**config.mk**
```make
export PLATFORM = sky130hd
export DESIGN_NAME = packet_receiver
export DESIGN_NICKNAME = d
export VERILOG_FILES = /design/src/rtl/packet_receiver.sv
export SDC_FILE = /design/constraint.sdc
export NUM_CORES = 1
export LEC_CHECK = 0
export ABC_AREA = 1
export BUFFER_PORTS_ARGS = -buffer_cell sky130_fd_sc_hd__buf_2
export CORE_MARGIN = 3
export CORE_UTILIZATION = 50
export CTS_CLUSTER_SIZE = 30
export DETAILED_ROUTE_END_ITERATION = 6
export PLACE_DENSITY = 0.71
export REMOVE_ABC_BUFFERS = 1
export SYNTH_ARGS = -nofsm -noshare
export SYNTH_HDL_FRONTEND = slang
export SYNTH_SLANG_ARGS = --single-unit
```
**constraint.sdc**
```tcl
create_clock -name clk -period 2.5 [get_ports clk]
set_input_delay 0.125 -clock clk [delete_from_list [all_inputs] [get_ports clk]]
set_output_delay 0.125 -clock clk [all_outputs]
set_load 0.05 [all_outputs]
```
**src/rtl/packet_receiver.sv**
```systemverilog
// Byte-serial packet receiver: writes each byte into the current
// input-buffer slot, checks the XOR checksum and commits clean packets.
module packet_receiver #(
  parameter int UWIDTH    = 8,
  parameter int PTR_IN_SZ = 4,
  parameter int SIZE_BITS = 3
) (
  input  logic                 clk,
  input  logic                 rst,
  input  logic                 packet_valid,
  input  logic [UWIDTH-1:0]    packet_in,
  input  logic                 wfull,
  output logic                 wen,
  output logic [PTR_IN_SZ-1:0] waddr_in,
  output logic [UWIDTH-1:0]    wdata,
  output logic                 winc,
  output logic                 crc_err,
  output logic                 frm_err,
  output logic                 drop
);

  typedef enum logic [2:0] {
    S_IDLE, S_DST, S_SIZE, S_DATA,
    S_CRC, S_DONE, S_DISCARD
  } state_t;

  state_t state, state_n;

  logic [UWIDTH-1:0]    chk;
  logic [SIZE_BITS-1:0] cnt;
  logic [PTR_IN_SZ-1:0] ofs;
  logic                 match;

  logic [SIZE_BITS-1:0] n_field;
  logic                 wen_d;
  logic [PTR_IN_SZ-1:0] waddr_d;
  logic                 winc_d;
  logic                 crc_d;
  logic                 frm_d;
  logic                 drop_d;

  assign n_field = packet_in[SIZE_BITS-1:0];

  // State register
  always_ff @(posedge clk or posedge rst) begin
    if (rst) state <= S_IDLE;
    else     state <= state_n;
  end

  // Next-state decode
  always_comb begin
    state_n = state;
    unique case (state)
      S_IDLE:
        if (packet_valid)
          state_n = wfull ? S_DISCARD : S_DST;
      S_DST:
        state_n = packet_valid ? S_SIZE : S_IDLE;
      S_SIZE:
        if (!packet_valid)
          state_n = S_IDLE;
        else if (n_field == '0)
          state_n = S_DISCARD;
        else
          state_n = S_DATA;
      S_DATA:
        if (!packet_valid)
          state_n = S_IDLE;
        else if (cnt == SIZE_BITS'(1))
          state_n = S_CRC;
      S_CRC:
        state_n = packet_valid ? S_DONE : S_IDLE;
      S_DONE:
        state_n = packet_valid ? S_DISCARD : S_IDLE;
      S_DISCARD:
        if (!packet_valid) state_n = S_IDLE;
      default:
        state_n = S_IDLE;
    endcase
  end

  // Output decode: values registered onto the ports next cycle
  always_comb begin
    wen_d   = 1'b0;
    winc_d  = 1'b0;
    crc_d   = 1'b0;
    frm_d   = 1'b0;
    drop_d  = 1'b0;
    waddr_d = (state == S_IDLE) ? '0 : ofs;
    unique case (state)
      S_IDLE: begin
        wen_d  = packet_valid & ~wfull;
        drop_d = packet_valid & wfull;
      end
      S_DST, S_DATA, S_CRC: begin
        wen_d = packet_valid;
        frm_d = ~packet_valid;
      end
      S_SIZE: begin
        wen_d = packet_valid;
        frm_d = ~packet_valid | (n_field == '0);
      end
      S_DONE: begin
        winc_d  = match;
        crc_d   = ~match;
        frm_d   = packet_valid;
      end
      default: ;
    endcase
  end

  // Registered write port and one-cycle status pulses
  always_ff @(posedge clk or posedge rst) begin
    if (rst) begin
      wen      <= 1'b0;
      waddr_in <= '0;
      wdata    <= '0;
      winc     <= 1'b0;
      crc_err  <= 1'b0;
      frm_err  <= 1'b0;
      drop     <= 1'b0;
    end else begin
      wen     <= wen_d;
      winc    <= winc_d;
      crc_err <= crc_d;
      frm_err <= frm_d;
      drop    <= drop_d;
      if (wen_d) begin
        waddr_in <= waddr_d;
        wdata    <= packet_in;
      end
    end
  end

  // Checksum, slot offset, data count and CRC verdict
  always_ff @(posedge clk or posedge rst) begin
    if (rst) begin
      chk   <= '0;
      cnt   <= '0;
      ofs   <= '0;
      match <= 1'b0;
    end else begin
      if (wen_d) begin
        chk <= (state == S_IDLE) ? packet_in : (chk ^ packet_in);
        ofs <= waddr_d + 1'b1;
      end
      if (packet_valid && state == S_SIZE)
        cnt <= n_field;
      if (packet_valid && state == S_DATA)
        cnt <= cnt - 1'b1;
      if (packet_valid && state == S_CRC)
        match <= (chk == packet_in);
    end
  end

endmodule

```
# Word-level counts from Yosys, hierarchy flattened

Index checks and enable logic that the tools add are counted.

Reduce and logical (&&, ||, !) cells: 9
Eq/ne operators: 11
Bitwise logic cells: 7
Muxes and demuxes: 20
Add/sub/neg operators: 2

Operator list:

| operator            | count |
|---|---|
| $mux 3              | 11 |
| $pmux 3 s7          | 1 |
| $eq 3x3->1 const B  | 3 |
| $eq 8x8->1          | 1 |
| $mux 8              | 1 |
| $xor 8x8->8         | 1 |
| $eq 3x1->1 const B  | 2 |
| $eq 3x2->1 const B  | 2 |
| $logic_not 3->1     | 2 |
| $add 4x1->4 const B | 1 |
| $mux 4              | 1 |
| $ne 2x2->1 const B  | 2 |
| $reduce_or 4->1     | 1 |
| $logic_and 1x1->1   | 3 |
| $mux 1              | 3 |
| $ne 3x3->1 const B  | 1 |
| $not 1->1           | 3 |
| $pmux 1 s3          | 1 |
| $reduce_and 3->1    | 1 |
| $reduce_or 3->1     | 1 |
| $sub 3x1->3 const B | 1 |
| $and 1x1->1         | 2 |
| $mux 2              | 1 |
| $pmux 1 s2          | 1 |
| other kinds (2)     | 2 |

Bits in registers: 36
Output and inout port bits: 17

# Longest topological paths before layout

Gate-level depths: netlist of the first run.

Word-level depth: 4
Depth in mapped cells: 8

# Least setup slack after synthesis of the first run

Ideal clock, no wire load.

Path type: flip-flop to flip-flop
From: register state[0]
To: register ofs[2]
Path slack: 1.052 ns
Required time: 2.381 ns
Library setup time: 0.119 ns
Stages on the path, launching flop included: 9
Path buffers: 1
Arrival time: 1.329 ns
Cell sequence: dfrtp_1 > inv_1 > nand2_1 > nor2_1 > buf_4 > nor2_2 > ha_1 > xor2_1 > o21ai_2

Cells in the longest elaborated chain, start to end: 3

RTL lines:

| item                   | line | text |
|---|---|---|
| start, declared        | 27   | `state_t state, state_n;` |
| start signal, assigned | 47   | `else state <= state_n;` |
| $logic_not 3->1        | 89   | `waddr_d = (state == S_IDLE) ? '0 : ofs;` |
| $mux 4                 | 89   |  |
| net waddr_d[0]         | 36   | `logic [PTR_IN_SZ-1:0] waddr_d;` |
| $add 4x1->4            | 145  | `ofs <= waddr_d + 1'b1;` |
| end signal, assigned   | 145  |  |
| end, declared          | 31   | `logic [PTR_IN_SZ-1:0] ofs;` |

The timed path passes the listed nets, and every way through them passes these cells.
A chain may end at the register's enable or synchronous reset.

# Final worst setup path of the first run

From: register state[0]
To: register ofs[3]

Cells in the longest elaborated chain, start to end: 3

RTL lines:

| item                                      | line |
|---|---|
| $logic_not 3->1 (tied with other cells)   | 89, 90 |
| $mux 4 or $reduce_or 4->1 (tied branches) | n/a |
| $add 4x1->4 or $pmux 1 s2 (tied branches) | 145, 90 |

Parallel ways exist; a longest one is shown, timed or not.

==> results of run 1 <==
## routing by layer
layer | track usage | vias to the layer above | wire [µm]
li1 | - | 816 | -
met1 | 0.238 | 692 | 1680
met2 | 0.300 | 38 | 1700
met3 | 0.0389 | 8 | 184
met4 | 0.104 | 0 | 93
met5 | 0 | - | 0
## cell usage after synthesis, types with 2 or more instances
cell / n / share of area
nand3_1: 8 / 0.020
buf_4: 2 / 0.0077
inv_1: 27 / 0.052
xnor2_1: 2 / 0.0090
dfrtp_1: 36 / 0.46
o21ai_2: 11 / 0.049
nand2_1: 85 / 0.16
o21ai_0: 18 / 0.046
buf_8: 2 / 0.015
nor2_1: 20 / 0.038
xor2_1: 5 / 0.022
nand2_2: 11 / 0.035
nor2_4: 2 / 0.012
ha_1: 3 / 0.019
## cell type report
cell class | instances | area share
well taps | 48 | 0.0273
repair buffers | 32 | 0.0786
multi-input cells | 173 | 0.401
clock buffers | 5 | 0.0313
inverters | 29 | 0.0518
flip-flops and latches | 36 | 0.410
## flip-flops by register name, indices dropped and copies added, names as in the netlist, 3 cells and up
name / cells
chk: 8
cnt: 3
ofs: 4
state: 3
waddr_in: 4
wdata: 8
## per-stage QoR
stage,worst slack [ns],hold slack [ns],total power [µW],utilization
after global routing,0.822,0.104,3030,0.591
after floorplan,0.870,0.242,2110,-
final,0.949,0.0920,2790,0.591
after detailed placement,0.969,0.283,2440,0.570
after global placement,0.977,0.280,2410,0.570
after CTS,0.947,0.0869,2820,0.591
## critical path: cells and delay by family, from the launching register on
family / cells / cell delay (ns)
and+or+nand+nor: 6 / 0.78
DFF: 1 / 0.45
buffers and inverters: 1 / 0.26
## worst min-delay path by stage
| stage | startpoint | end | slack, ns | cells after the start |
|---|---|---|---|---|
| 5_1_grt | packet_in[6] | wdata[6]$_DFFE_PP0P_ | 0.10 | 3 |
| 3_5_place_dp | rst | wen$_DFF_PP0_ | 0.28 | 2 |
| 3_3_place_gp | rst | wen$_DFF_PP0_ | 0.28 | 2 |
| 6_report | packet_in[6] | wdata[6]$_DFFE_PP0P_ | 0.09 | 3 |
| 4_1_cts | packet_in[6] | wdata[6]$_DFFE_PP0P_ | 0.09 | 3 |
| 2_1_floorplan | packet_in[6] | wdata[6]$_DFFE_PP0P_ | 0.24 | 2 |
## cell families (layout without fill, tap and decap cells)
kind of cell | after synthesis | after routing | synth area share
AO/OA/AOI/OAI | 32 | 32 | 0.106
buffers and inverters | 35 | 66 | 0.0895
XOR/XNOR | 7 | 7 | 0.0313
flip-flops | 36 | 36 | 0.460
adder cells (fa/ha/maj) | 3 | 3 | 0.0192
AND/OR/NAND/NOR | 131 | 131 | 0.293
## where the power goes
group | internal [µW] | switching [µW] | total [µW] | leakage (µW)
registers | 816 | 162 | 979 | 0.000460
logic | 423 | 1020 | 1440 | 0.000712
clock network | 179 | 187 | 366 | 0.0000359
total | 1420 | 1370 | 2790 | 0.00121
==> reports/qor.yml, run 1 <==
status: "finished clean"
stdcell_count: 323
synth_edf_count: 0
coreArea_um2: 3720
rows: 22
hold_viol: 0
num_io_pins: 29
grt.overflow.total: 0
crit_end: "ofs[3]$_DFFE_PP0P_"
cts.hold.buffers_added: 1
start_kind: "flip-flop"
final_common_cell: "nand2_1"
dieArea_um2: 4700
crit_required_ns: 2.73
htreeDepth: 2
grt_pass1_wl_um: 6390
rr_endpoint: "ofs[3]$_DFFE_PP0P_"
yosys_register_bits: 36
ant_nets: 0
drt-vias-per-instance: 4.81
wl_um: 3660
drt-wirelength-per-cell_um: 11.3
slew_headroom: 0.528
cp_data_arrival_time_ns: 1.78
cpPeakStageDelay_ns: 0.45
setup_viol: 0
fin_nets: 292
syn_inst: 244
reg2reg_slack_ns: 0.95
cpMaxStageDelayCell: "dfrtp_1"
via_count: 1554
layout_min_cycle_time_ns: 1.55
cts.sinks: 36
cts-resized-gates: 0
fp.dieW_um: 68.6
r2r_cells: 7
tns_ns: 0
die_h_um: 68.6
grt_usage: 0.188
min_period_over_period: 0.620
clock_path_buffers: 2
ys_types: 26
yosysSeqAreaShare: 0.460
numCtsBuffers: 5
synth_area_um2: 1960
antenna_found_initial: 0
crit_type: "reg -> reg"
regArea_um2: 901
ir_drop_uv: 688
worstSkewPairLatency_ns: 0.29
initial_core_util: 0.527
dp.cells: 317
post-cts-setup-buffers: 0
rr_startpoint: "state[0]$_DFFE_PP0P_"
fmax_mhz: 645
mostFrequentLayoutCells: "nand2_1, dfrtp_1, buf_2"
path_cells: "nor2_4 -> nand2_4 -> nor2_4 -> nor2_8 -> inv_6 -> nand2_1 -> nand2_1"
clkTransAtPathRegs_ns: 0.07
fin_skew_ns: 0.00443
avgSynthCellArea_um2: 8.02
first_pass_iters: 4
rsz0062_at_grt: "no"
drv_slew: 0
area_delta_synth_final_pct: 12.3
cts_tree: "done"
gp_congestion: 0.799
cp-end-kind: "flip-flop"
cts-root-buf: "clkbuf_8"
drive_above_1_share: 0.236
ys_warn_count: 0
stdcell_area_um2: 2200
placed_cell_area_um2: 2120
multi_input_area_um2: 881
ys.flop_type: "dfrtp_1"
io_buffers: 28
grt_pass1_vias: 1445
p_leak_uw: 0.00121
critical_path.startpoint: "state[0]$_DFFE_PP0P_"
tightest_slew_ns: 0.708
drt-initial-drc-count: 105
diodes: 0
grt_max_degree: 32
crit_path_max_fanout: 31
route.detailed.drc: 0
hpwlAfterDp_um: 2700
async_reset_ff_frac: 1.00
hp-class: "in -> reg"
power_density_nw_per_um2: 1270
cap_viol_max_count: 0
nFillCells: 339
No activity file was read; power rests on OpenSTA's default activity.
==> run 2, diff against run 1 <==
- clock period: 2.5 -> 1.55 ns (I/O delays scaled with it)
==> run 2 against run 1 <==
Worst hold slack got worse by 0.057 ns. Clock-buffer cell count increased by 1. Largest power group unchanged. Critical path depth unchanged. First-iteration DRC count increased by 14%. Combinational power increased by 71%. Setup slack got worse by 0.83 ns. Die area unchanged. Sequential power increased by 61%. Clock power increased by 67%.
==> reports/qor.yml, run 2 (synthesis results as in run 1) <==
status: "finished clean"  # unchanged
start_kind: "flip-flop"  # unchanged
grt_usage: 0.192  # was 0.188
num_io_pins: 29  # unchanged
stdcell_count: 329  # was 323
p_leak_uw: 0.00123  # was 0.00121 µW
mostFrequentLayoutCells: "nand2_1, dfrtp_1, buf_2"  # unchanged
grt_max_degree: 37  # was 32
cap_viol_max_count: 0  # unchanged
tns_ns: 0  # unchanged
cpPeakStageDelay_ns: 0.44  # was 0.45 ns
numCtsBuffers: 5  # unchanged
cp_data_arrival_time_ns: 1.66  # was 1.78 ns
rows: 22  # unchanged
htreeDepth: 2  # unchanged
drv_slew: 0  # unchanged
cts_tree: "done"  # unchanged
cts-root-buf: "clkbuf_8"  # unchanged
area_delta_synth_final_pct: 14.6  # was 12.3%
grt.overflow.total: 0  # unchanged
cts.sinks: 36  # unchanged
diodes: 0  # unchanged
clock_path_buffers: 2  # unchanged
nFillCells: 376  # was 339
slew_headroom: 0.692  # was 0.528
fp.dieW_um: 68.6  # unchanged
gp_congestion: 0.916  # was 0.799
grt_pass1_vias: 1560  # was 1445
initial_core_util: 0.527  # unchanged
dieArea_um2: 4700  # unchanged
path_cells: "nor2_4 -> nand2_4 -> nor2_4 -> nor2_8 -> inv_8 -> nand2_1 -> nand2_1"  # was nor2_4 -> nand2_4 -> nor2_4 -> nor2_8 -> inv_6 -> nand2_1 -> nand2_1
hold_viol: 0  # unchanged
crit_path_max_fanout: 31  # unchanged
placed_cell_area_um2: 2140  # was 2120 µm²
dp.cells: 320  # was 317
critPathTopFamily: "simple AND/OR/NAND/NOR gates"  # unchanged
final_common_cell: "nand2_1"  # unchanged
via_count: 1620  # was 1554
ant_nets: 0  # unchanged
grt_pass1_wl_um: 6710  # was 6390 µm
coreArea_um2: 3720  # unchanged
crit_required_ns: 1.78  # was 2.73 ns
fin_nets: 296  # was 292
min_period_over_period: 0.923  # was 0.620
top_regs: "chk: 8 flops, wdata: 8 flops"  # unchanged
setup_viol: 0  # unchanged
io_buffers: 28  # unchanged
cp-end-kind: "flip-flop"  # unchanged
die_h_um: 68.6  # unchanged
fin_skew_ns: 0.00351  # was 0.00443 ns
cpMaxStageDelayCell: "dfrtp_2"  # was dfrtp_1
fmax_mhz: 699  # was 645 MHz
clkTransAtPathRegs_ns: 0.07  # about the same
cp_num_buf_inv: 1  # unchanged
layout_min_cycle_time_ns: 1.43  # was 1.55 ns
drive_above_1_share: 0.260  # was 0.236
power_density_nw_per_um2: 2070  # was 1270 nW/µm²
route.detailed.drc: 0  # unchanged
drt-vias-per-instance: 4.92  # was 4.81
drt-initial-drc-count: 120  # was 105
whs_ns: 0.0348  # was 0.0920 ns
hpwlAfterDp_um: 2760  # was 2700 µm
first_pass_iters: 4  # unchanged
stdcell_area_um2: 2240  # was 2200 µm²
tightest_slew_ns: 0.462  # was 0.708 ns
antenna_found_initial: 0  # unchanged
hp-class: "in -> reg"  # unchanged
crit_type: "reg -> reg"  # unchanged
ir_drop_uv: 971  # was 688 µV
worstSkewPairLatency_ns: 0.28  # was 0.29 ns
wl_um: 3810  # was 3660 µm
drt-wirelength-per-cell_um: 11.6  # was 11.3 µm
-- run 2: final timing paths --
check                           slack, ns  cells after the start            startpoint                      end
worst max-delay path                 0.12                      7  state[1]$_DFFE_PP0P_       chk[2]$_DFFE_PP0P_
worst min-delay path                 0.03                      3          packet_in[6]     wdata[6]$_DFFE_PP0P_
worst max register to register       0.12                      7  state[1]$_DFFE_PP0P_       chk[2]$_DFFE_PP0P_
worst min register to register       0.47                      2  wdata[6]$_DFFE_PP0P_     wdata[6]$_DFFE_PP0P_
max in group asynchronous            0.76                      4                   rst     state[1]$_DFFE_PP0P_
min in group asynchronous            0.44                      4                   rst  waddr_in[3]$_DFFE_PP0P_
-- run 2: final cells by class --
class                   instances  area, µm²  share of cell area
clock inverters                 1       5.00             0.00223
well taps                      48       60.1              0.0268
multi-input cells             173        881               0.393
repair buffers                 36        203              0.0904
clock buffers                   6       72.6              0.0324
inverters                      29        116              0.0519
flip-flops and latches         36        905               0.403
-- run 2: metrics by stage --
stage                     total power, µW  utilization  setup slack (ns)
after floorplan                      3410            -           -0.0798
after global placement               3950        0.576             0.103
after detailed placement             4010        0.576            0.0799
after CTS                            4640        0.600            0.0596
after global routing                 5060        0.603          -0.00279
final                                4650        0.603             0.119
-- run 2: what timing repair did --
item / CTS / global route
buffers inserted: 0 / 1
gates resized for setup: 0 / 4
endpoints found under the setup margin: 0 / 20
endpoints found under the hold margin: 36 / 0
hold buffers: 1 / 0
-- run 2: power breakdown --
group,leakage [µW],internal [µW],switching [µW],total [µW]
registers,0.000456,1320,257,1580
logic,0.000731,767,1690,2460
clock network,0.0000410,305,308,613
-- run 2: per-layer routing --
layer  vias up  part of all wire  track usage
met5         -                 0            0
met4         0             0.017       0.0670
met3         7             0.051       0.0389
met1       753              0.46        0.241
li1        824                 -            -
met2        36              0.47        0.328
-- run 2: worst min-delay path: cells and delay by family --
kind / cells / cell delay (ns)
AND/OR/NAND/NOR: 2 / 0.10
buffers and inverters: 1 / 0.11
